--- config.mk ---
export PLATFORM = sky130hd
export DESIGN_NAME = move_input_ctrl_flat
export DESIGN_NICKNAME = d
export VERILOG_FILES = /design/src/rtl/connect4_pkg.sv /design/src/rtl/move_input_ctrl_if.sv /design/src/rtl/rise_edge.sv /design/src/rtl/move_input_ctrl.sv /design/src/flat_wrapper.sv
export SDC_FILE = /design/constraint.sdc
export NUM_CORES = 1
export LEC_CHECK = 0
export ABC_AREA = 0
export CAP_MARGIN = 0
export CORE_MARGIN = 2
export CORE_UTILIZATION = 45
export DETAILED_ROUTE_END_ITERATION = 6
export GPL_ROUTABILITY_DRIVEN = 0
export PLACE_DENSITY_LB_ADDON = 0.15
export SLEW_MARGIN = 20
export SYNTH_ARGS = -nofsm -noshare
export SYNTH_HDL_FRONTEND = slang
export SYNTH_SLANG_ARGS = --single-unit
--- constraint.sdc ---
create_clock -name clk -period 1.8 [get_ports clk]
set_input_delay 0.54 -clock clk [delete_from_list [all_inputs] [get_ports clk]]
set_output_delay 0.54 -clock clk [all_outputs]
set_load 0.02 [all_outputs]
--- src/rtl/connect4_pkg.sv ---
// Purpose: shared constants, state encodings and move payload for the
//          connect4 input path.
// Contents: NUM_COLS, COL_W, KEY_W, KEY_MIN/KEY_MAX, state_t, move_cmd_t,
//           key_legal()/key_to_col() helpers.
package connect4_pkg;

  localparam int unsigned NUM_COLS = 7;
  localparam int unsigned COL_W    = 3;
  localparam int unsigned KEY_W    = 4;

  localparam logic [KEY_W-1:0] KEY_MIN = 4'h1;
  localparam logic [KEY_W-1:0] KEY_MAX = KEY_W'(NUM_COLS);

  typedef enum logic [1:0] {
    ST_IDLE = 2'd0,
    ST_SEL  = 2'd1,
    ST_REQ  = 2'd2
  } state_t;

  typedef struct packed {
    logic [COL_W-1:0] col;
    logic             pop;
  } move_cmd_t;

  // Key codes 1..NUM_COLS select a column; everything else is rejected.
  function automatic logic key_legal(input logic [KEY_W-1:0] code);
    return (code >= KEY_MIN) && (code <= KEY_MAX);
  endfunction

  function automatic logic [COL_W-1:0] key_to_col(input logic [KEY_W-1:0] code);
    return COL_W'(code - KEY_MIN);
  endfunction

endpackage

--- src/rtl/move_input_ctrl_if.sv ---
// Purpose: move command handshake between the input controller and the
//          game logic.
// Signals: move_valid/move_col/move_pop (command, from controller),
//          move_ack/game_ready (from game logic).
// Modports: master = input controller, slave = game logic.
interface move_input_ctrl_if;
  import connect4_pkg::*;

  logic             move_valid;
  logic [COL_W-1:0] move_col;
  logic             move_pop;
  logic             move_ack;
  logic             game_ready;

  modport master (
    output move_valid, move_col, move_pop,
    input  move_ack, game_ready
  );

  modport slave (
    input  move_valid, move_col, move_pop,
    output move_ack, game_ready
  );

endinterface

--- src/rtl/rise_edge.sv ---
// Purpose: registered rising-edge detector for a synchronous 1-bit level.
// Ports: clk, clr_n (async active-low reset), din (level),
//        rise (1-cycle registered pulse, one clk after din goes high).
module rise_edge (
  input  logic clk,
  input  logic clr_n,
  input  logic din,
  output logic rise
);

  logic prev;

  // prev clears on reset so a level already high at release counts as an edge.
  always_ff @(posedge clk or negedge clr_n) begin
    if (!clr_n) begin
      prev <= 1'b0;
      rise <= 1'b0;
    end else begin
      prev <= din;
      rise <= din & ~prev;
    end
  end

endmodule

--- src/rtl/move_input_ctrl.sv ---
// Purpose: turns keypad column codes, pop level and the submit button into one
//          move command per turn, issued over a valid/ack handshake, and
//          exports the pending column selection for the cursor highlight.
// Ports:
//   clk, clr_n          clock, async active-low reset
//   key_code/key_strobe decoded key value and its 1-cycle strobe
//   pop_in              pop-mode level, sampled when a move is latched
//   submit              debounced submit button level
//   mv (master)         move_valid/move_col/move_pop out, move_ack/game_ready in
//   sel_valid/sel_col   current column selection
//   err_pulse           1-cycle pulse on rejected input
// Build option: SELECT_TIMEOUT_EN drops an unused selection after
//   TIMEOUT_CYCLES clocks in SEL; undefined means selections never expire.
module move_input_ctrl
  import connect4_pkg::*;
#(
  parameter int unsigned TIMEOUT_CYCLES = 250
) (
  input  logic               clk,
  input  logic               clr_n,
  input  logic [KEY_W-1:0]   key_code,
  input  logic               key_strobe,
  input  logic               pop_in,
  input  logic               submit,
  move_input_ctrl_if.master  mv,
  output logic               sel_valid,
  output logic [COL_W-1:0]   sel_col,
  output logic               err_pulse
);

  state_t    state;
  logic      move_valid_q;
  move_cmd_t move_q;
  logic      submit_rise;
  logic      key_ok_c;
  logic      key_bad_c;
  logic      expire_c;

  rise_edge u_submit_edge (
    .clk   (clk),
    .clr_n (clr_n),
    .din   (submit),
    .rise  (submit_rise)
  );

  assign key_ok_c  = key_strobe &  key_legal(key_code);
  assign key_bad_c = key_strobe & ~key_legal(key_code);

`ifdef SELECT_TIMEOUT_EN
  localparam int unsigned CNT_W = (TIMEOUT_CYCLES > 2) ? $clog2(TIMEOUT_CYCLES) : 1;

  logic [CNT_W-1:0] sel_cnt;

  assign expire_c = (state == ST_SEL) && (sel_cnt == CNT_W'(TIMEOUT_CYCLES - 1));

  // Selection age; held at zero outside SEL so SEL always starts from zero.
  always_ff @(posedge clk or negedge clr_n) begin
    if (!clr_n) begin
      sel_cnt <= '0;
    end else if ((state != ST_SEL) || (key_ok_c && !submit_rise)) begin
      sel_cnt <= '0;
    end else if (!expire_c) begin
      sel_cnt <= sel_cnt + CNT_W'(1);
    end
  end
`else
  logic unused_timeout;

  assign expire_c       = 1'b0;
  assign unused_timeout = (TIMEOUT_CYCLES == 0);
`endif

  // Input FSM with registered selection, move and error outputs.
  always_ff @(posedge clk or negedge clr_n) begin
    if (!clr_n) begin
      state        <= ST_IDLE;
      sel_valid    <= 1'b0;
      sel_col      <= '0;
      err_pulse    <= 1'b0;
      move_valid_q <= 1'b0;
      move_q       <= '0;
    end else begin
      err_pulse <= 1'b0;
      case (state)
        ST_IDLE: begin
          if (key_ok_c) begin
            state     <= ST_SEL;
            sel_valid <= 1'b1;
            sel_col   <= key_to_col(key_code);
          end
          if (key_bad_c || submit_rise) begin
            err_pulse <= 1'b1;
          end
        end

        ST_SEL: begin
          // Submit outranks a same-cycle key, which is dropped silently.
          if (submit_rise && mv.game_ready) begin
            state        <= ST_REQ;
            move_valid_q <= 1'b1;
            move_q.col   <= sel_col;
            move_q.pop   <= pop_in;
          end else if (submit_rise) begin
            err_pulse <= 1'b1;
          end else if (key_ok_c) begin
            sel_col <= key_to_col(key_code);
          end else if (expire_c) begin
            state     <= ST_IDLE;
            sel_valid <= 1'b0;
            err_pulse <= 1'b1;
          end else if (key_bad_c) begin
            err_pulse <= 1'b1;
          end
        end

        ST_REQ: begin
          // Keys and submits are ignored until the game consumes the move.
          if (mv.move_ack) begin
            state        <= ST_IDLE;
            move_valid_q <= 1'b0;
            sel_valid    <= 1'b0;
          end
        end

        default: begin
          state <= ST_IDLE;
        end
      endcase
    end
  end

  assign mv.move_valid = move_valid_q;
  assign mv.move_col   = move_q.col;
  assign mv.move_pop   = move_q.pop;

endmodule

--- src/flat_wrapper.sv ---
// flat-port wrapper written by rule: the top's interface ports become plain ports
module move_input_ctrl_flat import connect4_pkg::*;
#(
  parameter int unsigned TIMEOUT_CYCLES = 250
)
  (clk, clr_n, key_code, key_strobe, pop_in, submit, sel_valid, sel_col, err_pulse, mv_move_valid, mv_move_col, mv_move_pop, mv_move_ack, mv_game_ready);
  move_input_ctrl_if mv_i ();
  input  logic clk;
  input  logic clr_n;
  input  logic [KEY_W-1:0] key_code;
  input  logic key_strobe;
  input  logic pop_in;
  input  logic submit;
  output logic sel_valid;
  output logic [COL_W-1:0] sel_col;
  output logic err_pulse;
  output wire logic [$bits(mv_i.move_valid)-1:0] mv_move_valid;
  output wire logic [$bits(mv_i.move_col)-1:0] mv_move_col;
  output wire logic [$bits(mv_i.move_pop)-1:0] mv_move_pop;
  input wire logic [$bits(mv_i.move_ack)-1:0] mv_move_ack;
  input wire logic [$bits(mv_i.game_ready)-1:0] mv_game_ready;
  assign mv_move_valid = mv_i.move_valid;
  assign mv_move_col = mv_i.move_col;
  assign mv_move_pop = mv_i.move_pop;
  assign mv_i.move_ack = mv_move_ack;
  assign mv_i.game_ready = mv_game_ready;
  move_input_ctrl #(.TIMEOUT_CYCLES(TIMEOUT_CYCLES)) u_core (.clk(clk), .clr_n(clr_n), .key_code(key_code), .key_strobe(key_strobe), .pop_in(pop_in), .submit(submit), .mv(mv_i), .sel_valid(sel_valid), .sel_col(sel_col), .err_pulse(err_pulse));
endmodule
==> results.sh, run 1 <==
export IMPL_cp_start_kind="flop"
export IMPL_worst_r2r_cell_count=2
export IMPL_switching_power_mw=0.386
export IMPL_holdWs_ns=0.404
export IMPL_floorplan_core_area_um2=1270
export IMPL_intPower_mw=0.729
export IMPL_yosys_warnings=0
export IMPL_htreeDepth=1
export IMPL_syn2layout_area_growth_pct=50.1
export IMPL_synth_avg_cell_area_um2=10.9
export IMPL_syn_area_um2=597
export IMPL_grt_pass1_wl_um=1750
export IMPL_seqCellArea_um2=350
export IMPL_cts_path_max_buffers=2
export IMPL_place_hpwl_um=849
export IMPL_switching_share=0.346
export IMPL_syn_nets=68
export IMPL_worst_pin_slew_ns=0.257
export IMPL_multi_input_area_um2=228
export IMPL_max_freq_mhz=572
export IMPL_track_usage=0.168
export IMPL_antenna_found_initial=0
export IMPL_maxSlewViolCount=0
export IMPL_cts_tree="done"
export IMPL_routed_via_density=4.84
export IMPL_rsz0062_at_grt="no"
export IMPL_yosysTopAreaCell="dfrtp_1"
export IMPL_drtPass1Iterations=4
export IMPL_p_per_area_nw_per_um2=1240
export IMPL_yosysSeqAreaShare=0.587
export IMPL_die_h_um=40.4
export IMPL_yosys_register_bits=14
export IMPL_clock_skew_ns=0.00417
export IMPL_die_width_um=40.4
export IMPL_power_share_clock=0.150
export IMPL_syn_inst=55
export IMPL_hold_violations=0
export IMPL_n_fill_cell=115
export IMPL_hold_depth=1
export IMPL_max_slew_margin=0.828
export IMPL_drc_errors=0
export IMPL_gr_total_overflow=0
export IMPL_endpoint_kind="primary output"
export IMPL_cap_violations=0
export IMPL_p_leak_nw=0.470
export IMPL_initial_core_util=0.470
export IMPL_post_synth_num_cell_types=17
export IMPL_grt_max_degree=15
export IMPL_cp_required_ns=1.26
export IMPL_timing_final_crit_share=0.972
export IMPL_grt_pass1_vias=446
export IMPL_cp_num_cells=1
export IMPL_synth_top_cell_area_share=0.587
export IMPL_crit_fanout=2
export IMPL_final_nets=98
export IMPL_critPathBufInv=1
export IMPL_power_mw=1.11
export IMPL_setup_viol=0
export IMPL_p_seq_frac=0.434
export IMPL_critPathMaxStageDelay_ns=0.60
export IMPL_wl_um=1110
export IMPL_min_period_ns=1.75
export IMPL_cts_hold_buf=0
export IMPL_vdd_drop_max_uv=722
export IMPL_wl_per_cell_um=11.3
export IMPL_critPathKind="reg2out"
export IMPL_crit_arrival_ns=1.21
export IMPL_comb_power_share=0.416
export IMPL_diodes=0
export IMPL_cts_made_buffers=3
export IMPL_cp_cell_sequence="clkdlybuf4s50_1"
export IMPL_clock_latency_ns=0.27
export IMPL_status="complete, no violations"
export IMPL_hold_path_class="reg2reg"
export IMPL_path_delay_family="buffers and inverters"
export IMPL_drive_gt1_frac=0.145
export IMPL_ios=21
export IMPL_path_clk_slew_ns=0.08
export IMPL_crit_slowest_cell="clkdlybuf4s50_1"
export IMPL_placed_cell_area_um2=846
export IMPL_cts_root_buffer="clkbuf_4"
export IMPL_cts_sinks=14
export IMPL_num_rows=13
export IMPL_portBuffers=20
export IMPL_drt_iter0_markers=7
export IMPL_die_area_um2=1630
export IMPL_final_area_um2=896
export IMPL_ys_top_cells_by_area="dfrtp_1 59%, o21ai_0 5.9%, nand2_1 5.7%, inv_1 4.4%, ha_1 4.2%"
export IMPL_final_common_cell="dfrtp_1"
export IMPL_layout_common_cells="14 x dfrtp_1, 12 x clkdlybuf4s50_1, 9 x nand2_1"
export IMPL_dr_total_vias=474
export IMPL_ant_nets=0
[synth_stat cells]
cell	instances
a32oi_1	1
or4b_1	1
ha_1	2
a21oi_1	2
nand2_1	9
inv_1	7
xnor2_1	1
mux2i_1	2
nand4b_1	1
nor3b_1	2
nor2b_1	2
o21ai_0	7
mux2_2	1
nand2b_1	1
a22oi_1	1
dfrtp_1	14
nand3b_1	1
[timing repair]
| action | in CTS | in global routing |
|---|---|---|
| gates resized for setup | 5 | 6 |
| setup endpoints to repair | 3 | 6 |
| buffers inserted | 1 | 0 |
| pin swaps | 3 | 0 |
[cell type report]
class / count / share of cell area
flip-flops and latches: 14 / 0.391
well taps: 15 / 0.0209
multi-input cells: 34 / 0.254
clock buffers: 3 / 0.0251
repair buffers: 25 / 0.279
inverters: 7 / 0.0293
[kinds of logic (layout without fill, tap and decap cells)]
| kind of cell | Yosys count | count (layout) | share of synthesized area |
|---|---|---|---|
| xor gates and xnor gates | 1 | 1 | 0.0147 |
| DFF | 14 | 14 | 0.587 |
| muxes | 3 | 3 | 0.0524 |
| adders and majority gates | 2 | 2 | 0.0419 |
| and+or+nand+nor | 17 | 17 | 0.157 |
| AOI/OAI and AO/OA | 11 | 11 | 0.103 |
| buffers and inverters | 7 | 35 | 0.0440 |
[layer usage]
metal | routed length, um | global-route usage | up-vias
met2 | 546 | 0.282 | 11
met5 | 0 | 0 | -
met3 | 61 | 0.0333 | 2
li1 | - | - | 241
met1 | 493 | 0.195 | 220
met4 | 5 | 0.100 | 0
[path summary, 6_finish.rpt]
check / startpoint / end / slack (ns)
max: u_core.sel_col[1] / sel_col[1] / 0.05
min: u_core.u_submit_edge.prev / u_core.u_submit_edge.rise / 0.40
max reg2reg: u_core.state[0] / u_core.sel_valid / 0.54
min reg2reg: u_core.u_submit_edge.prev / u_core.u_submit_edge.rise / 0.40
max in group asynchronous: clr_n / u_core.mv.move_pop / 1.06
min in group asynchronous: clr_n / u_core.state[1] / 0.57
[power by group through the flow]
| stage | registers (mW) | logic [mW] | clock network [mW] |
|---|---|---|---|
| floorplan | 0.599 | 0.120 | 0 |
| global placement | 0.490 | 0.471 | 0 |
| detailed placement | 0.493 | 0.478 | 0 |
| CTS | 0.486 | 0.481 | 0.173 |
| global route | 0.502 | 0.512 | 0.185 |
| finish | 0.483 | 0.464 | 0.167 |
[sequential cells by signal (all words and copies together), names as in the netlist]
name	count
u_core.u_submit_edge.rise	1
u_core.mv.move_pop	1
u_core.state	2
u_core.mv.move_col	3
u_core.u_submit_edge.prev	1
u_core.sel_col	3
u_core.sel_valid	1
u_core.mv.move_valid	1
u_core.err_pulse	1
[per-stage QoR]
stage / setup slack [ns] / setup TNS (ns) / utilization / cells
after floorplan: 0.154 / 0 / - / 55
after global placement: -0.365 / -1.39 / 0.667 / 94
after detailed placement: -0.392 / -1.53 / 0.667 / 94
after CTS: 0.0116 / 0 / 0.694 / 98
after global routing: 0.00268 / 0 / 0.706 / 98
final: 0.0511 / 0 / 0.706 / 98
Power figures use the tool's default switching activity.
==> run 2, diff against run 1 <==
--- a/config.mk
+++ b/config.mk
@@ -7,8 +7,8 @@
 export LEC_CHECK = 0
 export ABC_AREA = 0
 export CAP_MARGIN = 0
-export CORE_MARGIN = 2
 export CORE_UTILIZATION = 45
+export CTS_BUF_LIST = sky130_fd_sc_hd__clkbuf_16
 export DETAILED_ROUTE_END_ITERATION = 6
 export GPL_ROUTABILITY_DRIVEN = 0
 export PLACE_DENSITY_LB_ADDON = 0.15
==> results.sh, run 2 (synthesized netlist as in run 1, its figures left out) <==
export IMPL_gr_total_overflow=0
export IMPL_timing_final_crit_share=0.970
export IMPL_die_area_um2=1480
export IMPL_status="complete, no violations"
export IMPL_place_hpwl_um=900
export IMPL_die_h_um=38.4
export IMPL_die_width_um=38.4
export IMPL_ant_nets=0
export IMPL_cap_violations=0
export IMPL_htreeDepth=1
export IMPL_drtPass1Iterations=4
export IMPL_cp_required_ns=1.26
export IMPL_r2r_slack_ns=0.48
export IMPL_setup_viol=0
export IMPL_final_area_um2=953
export IMPL_floorplan_core_area_um2=1170
export IMPL_holdWs_ns=0.399
export IMPL_drive_gt1_frac=0.179
export IMPL_ios=21
export IMPL_path_clk_slew_ns=0.04
export IMPL_critPathMaxStageDelay_ns=0.61
export IMPL_layout_common_cells="18 x clkdlybuf4s50_1, 14 x dfrtp_1, 9 x nand2_1"
export IMPL_r2r_start="u_core.state[1]"
export IMPL_num_rows=12
export IMPL_crit_arrival_ns=1.21
export IMPL_worst_r2r_cell_count=3
export IMPL_grt_pass1_vias=504
export IMPL_hold_violations=0
export IMPL_crit_fanout=3
export IMPL_critPathBufInv=1
export IMPL_final_common_cell="clkdlybuf4s50_1"
export IMPL_track_usage=0.240
export IMPL_worstHoldStart="u_core.u_submit_edge.prev"
export IMPL_globalRouteMet3Util=0.0930
export IMPL_cp_start_kind="flop"
export IMPL_cts_root_buffer="clkbuf_16"
export IMPL_cts_tree="done"
export IMPL_worst_pin_slew_ns=0.345
export IMPL_grt_busiest_layer="met2"
export IMPL_final_nets=99
export IMPL_grt_pass1_wl_um=2230
export IMPL_grt_max_degree=15
export IMPL_grtUsageMet2=0.411
export IMPL_dr_total_vias=507
export IMPL_post_route_util=0.814
export IMPL_maxSlewViolCount=0
export IMPL_path_delay_family="buffers and inverters"
export IMPL_p_per_area_nw_per_um2=1460
export IMPL_met1_usage=0.242
export IMPL_wl_per_cell_um=13.7
export IMPL_rsz0062_at_grt="no"
export IMPL_cts_hold_buf=0
export IMPL_diodes=0
export IMPL_hold_path_class="reg2reg"
export IMPL_whs_endpoint="u_core.u_submit_edge.rise"
export IMPL_clock_skew_ns=0.000718
export IMPL_endpoint_kind="primary output"
export IMPL_drt_iter0_markers=23
export IMPL_hold_depth=1
export IMPL_cts_sinks=14
export IMPL_routed_via_density=5.17
export IMPL_antenna_found_initial=0
export IMPL_initial_core_util=0.510
export IMPL_syn2layout_area_growth_pct=59.7
export IMPL_clock_latency_ns=0.24
export IMPL_max_freq_mhz=573
export IMPL_cts_made_buffers=3
export IMPL_cp_num_cells=1
export IMPL_max_slew_margin=0.770
export IMPL_min_period_ns=1.75
export IMPL_p_leak_nw=0.446
export IMPL_wl_um=1350
export IMPL_critPathKind="reg2out"
export IMPL_crit_slowest_cell="clkdlybuf4s50_1"
export IMPL_placed_cell_area_um2=852
export IMPL_cp_cell_sequence="clkdlybuf4s50_1"
export IMPL_vdd_drop_max_uv=807
export IMPL_drc_errors=0
export IMPL_portBuffers=20
export IMPL_r2r_end="u_core.sel_col[1]"
export IMPL_cts_path_max_buffers=2
[run 2: changes by cell type in the layout (fill, tap and decap cells not counted), sizes merged]
| cell | before | now |
|---|---|---|
| buf | 5 | 6 |
| clkdlybuf4s50 | 12 | 18 |
| dlymetal6s2s | 6 | 0 |
[run 2: layout make-up]
class	count	area [um2]
flip-flops and latches	14	350
repair buffers	26	243
multi-input cells	34	241
fillers	78	218
clock buffers	3	75.1
inverters	7	26.3
well taps	14	17.5
[run 2: layer usage]
metal	share of wire	wire (um)
met5	0	0
met3	0.054	73
met1	0.41	551
met2	0.53	709
met4	0.0082	11
[run 2: how the worst max path moves through the flow]
stage | startpoint | endpoint
after floorplan | key_code[0] | u_core.sel_valid
after global placement | key_code[0] | u_core.sel_valid
after detailed placement | key_code[0] | u_core.sel_valid
after CTS | u_core.sel_valid | sel_valid
after global routing | u_core.sel_valid | sel_valid
final | u_core.sel_valid | sel_valid
[run 2: power breakdown]
group	switching, mW	total, mW	internal [mW]	leakage (nW)
logic	0.241	0.495	0.253	0.242
registers	0.0733	0.495	0.422	0.167
clock network	0.116	0.406	0.290	0.0370
total	0.431	1.40	0.964	0.446
[run 2: stage by stage]
step | setup TNS, ns | worst slack, ns | cells | power [mW]
2_1_floorplan | 0 | 0.154 | 55 | 0.720
3_3_place_gp | -1.45 | -0.371 | 94 | 0.961
3_5_place_dp | -1.78 | -0.414 | 94 | 0.977
4_1_cts | 0 | 0.0522 | 98 | 1.41
5_1_grt | 0 | 0.0200 | 98 | 1.47
6_report | 0 | 0.0537 | 98 | 1.40
[run 2: repair_timing]
action | in CTS | in global routing
gates resized for setup | 8 | 0
setup endpoints to repair | 4 | 0
buffers inserted | 1 | 0
==> run 3, diff against run 2 <==
--- a/config.mk
+++ b/config.mk
@@ -11,7 +11,7 @@
 export CTS_BUF_LIST = sky130_fd_sc_hd__clkbuf_16
 export DETAILED_ROUTE_END_ITERATION = 6
 export GPL_ROUTABILITY_DRIVEN = 0
-export PLACE_DENSITY_LB_ADDON = 0.15
+export PLACE_DENSITY_LB_ADDON = 0.08
 export SLEW_MARGIN = 20
 export SYNTH_ARGS = -nofsm -noshare
 export SYNTH_HDL_FRONTEND = slang
==> results.sh, run 3 (synthesized netlist as in run 1, its figures left out) <==
export IMPL_finalNonFillerCells=99
export IMPL_p_per_area_nw_per_um2=1460
export IMPL_track_usage=0.231
export IMPL_drtPass1Iterations=4
export IMPL_diodes=0
export IMPL_cap_violations=0
export IMPL_cp_cell_sequence="clkdlybuf4s50_1"
export IMPL_hold_violations=0
export IMPL_gr_total_overflow=0
export IMPL_cts_path_max_buffers=2
export IMPL_setup_viol=0
export IMPL_dr_total_vias=501
export IMPL_vdd_drop_max_uv=728
export IMPL_power_mw=1.40
export IMPL_cts_root_buffer="clkbuf_16"
export IMPL_critPathBufInv=1
export IMPL_rsz0062_at_grt="no"
export IMPL_routed_via_density=5.06
export IMPL_hold_path_class="reg2reg"
export IMPL_path_delay_family="buffers and inverters"
export IMPL_drive_gt1_frac=0.153
export IMPL_critPathMaxStageDelay_ns=0.60
export IMPL_n_fill_cell=80
export IMPL_die_h_um=38.4
export IMPL_cts_tree="done"
export IMPL_syn2layout_area_growth_pct=61.2
export IMPL_drc_errors=0
export IMPL_place_hpwl_um=956
export IMPL_endpoint_kind="primary output"
export IMPL_crit_arrival_ns=1.20
export IMPL_clock_skew_ns=0.00259
export IMPL_min_period_ns=1.74
export IMPL_die_width_um=38.4
export IMPL_drt_iter0_markers=11
export IMPL_grt_pass1_vias=500
export IMPL_ios=21
export IMPL_wl_um=1350
export IMPL_clock_latency_ns=0.24
export IMPL_cp_required_ns=1.26
export IMPL_max_slew_margin=0.788
export IMPL_place_inst=94
export IMPL_crit_slowest_cell="clkdlybuf4s50_1"
export IMPL_max_freq_mhz=574
export IMPL_cts_sinks=14
export IMPL_htreeDepth=1
export IMPL_critPathKind="reg2out"
export IMPL_floorplan_core_area_um2=1170
export IMPL_path_clk_slew_ns=0.05
export IMPL_initial_core_util=0.510
export IMPL_status="complete, no violations"
export IMPL_antenna_found_initial=0
export IMPL_worst_pin_slew_ns=0.317
export IMPL_portBuffers=20
export IMPL_num_rows=12
export IMPL_grt_pass1_wl_um=2170
export IMPL_final_nets=99
export IMPL_grt_max_degree=15
export IMPL_maxSlewViolCount=0
export IMPL_crit_fanout=3
export IMPL_die_area_um2=1480
export IMPL_cts_made_buffers=3
export IMPL_wl_per_cell_um=13.6
export IMPL_final_common_cell="clkdlybuf4s50_1"
export IMPL_timing_final_crit_share=0.967
export IMPL_ant_nets=0
export IMPL_p_leak_nw=0.447
export IMPL_layout_common_cells="18 x clkdlybuf4s50_1, 14 x dfrtp_1, 9 x nand2_1"
export IMPL_cp_start_kind="flop"
[run 3: changes by cell type in the layout (fill, tap and decap cells not counted), sizes merged]
cell / change
clkinv: +1
[run 3: power by group]
part	switching [mW]	internal (mW)	leakage, nW
combinational	0.244	0.247	0.242
sequential	0.0722	0.422	0.167
clock	0.123	0.293	0.0385
total	0.439	0.962	0.447
[run 3: worst paths after layout]
path,from,end,slack [ns],cells after the start
min in group asynchronous,clr_n,u_core.state[1],0.61,2
max in group asynchronous,clr_n,u_core.mv.move_col[1],1.02,2
hold reg to reg,u_core.u_submit_edge.prev,u_core.u_submit_edge.rise,0.40,1
setup reg to reg,u_core.state[0],u_core.sel_valid,0.54,2
setup / recovery,u_core.sel_valid,sel_valid,0.06,1
hold / removal,u_core.u_submit_edge.prev,u_core.u_submit_edge.rise,0.40,1
[run 3: through the flow]
stage | worst slack, ns | util | hold WS, ns | setup TNS (ns) | area (um2)
finish | 0.0588 | 0.822 | 0.400 | 0 | 962
CTS | 0.0548 | 0.822 | 0.405 | 0 | 962
floorplan | 0.154 | - | 0.244 | 0 | 597
global placement | -0.368 | 0.728 | 0.394 | -1.58 | 852
detailed placement | -0.416 | 0.728 | 0.397 | -2.03 | 852
global route | 0.0157 | 0.822 | 0.423 | 0 | 962
[run 3: final cells by class]
class / count / area (um2) / area share
flip-flops and latches: 14 / 350 / 0.364
multi-input cells: 34 / 246 / 0.256
repair buffers: 26 / 243 / 0.252
clock buffers: 3 / 75.1 / 0.0780
well taps: 14 / 17.5 / 0.0182
inverters: 7 / 26.3 / 0.0273
clock inverters: 1 / 3.75 / 0.00390
[run 3: what timing repair did]
action,4_1_cts,5_1_grt
hold buffers,0,0
endpoints found under the hold margin,0,0
resized for setup,7,0
setup buffers,1,0
endpoints found under the setup margin,5,0
[run 3: metal layers]
layer,up-vias,wire length (um),global-route usage
met2,22,745,0.403
met5,-,0,0
li1,244,-,-
met1,233,532,0.256
met3,2,64,0.0523
met4,0,6,0.129
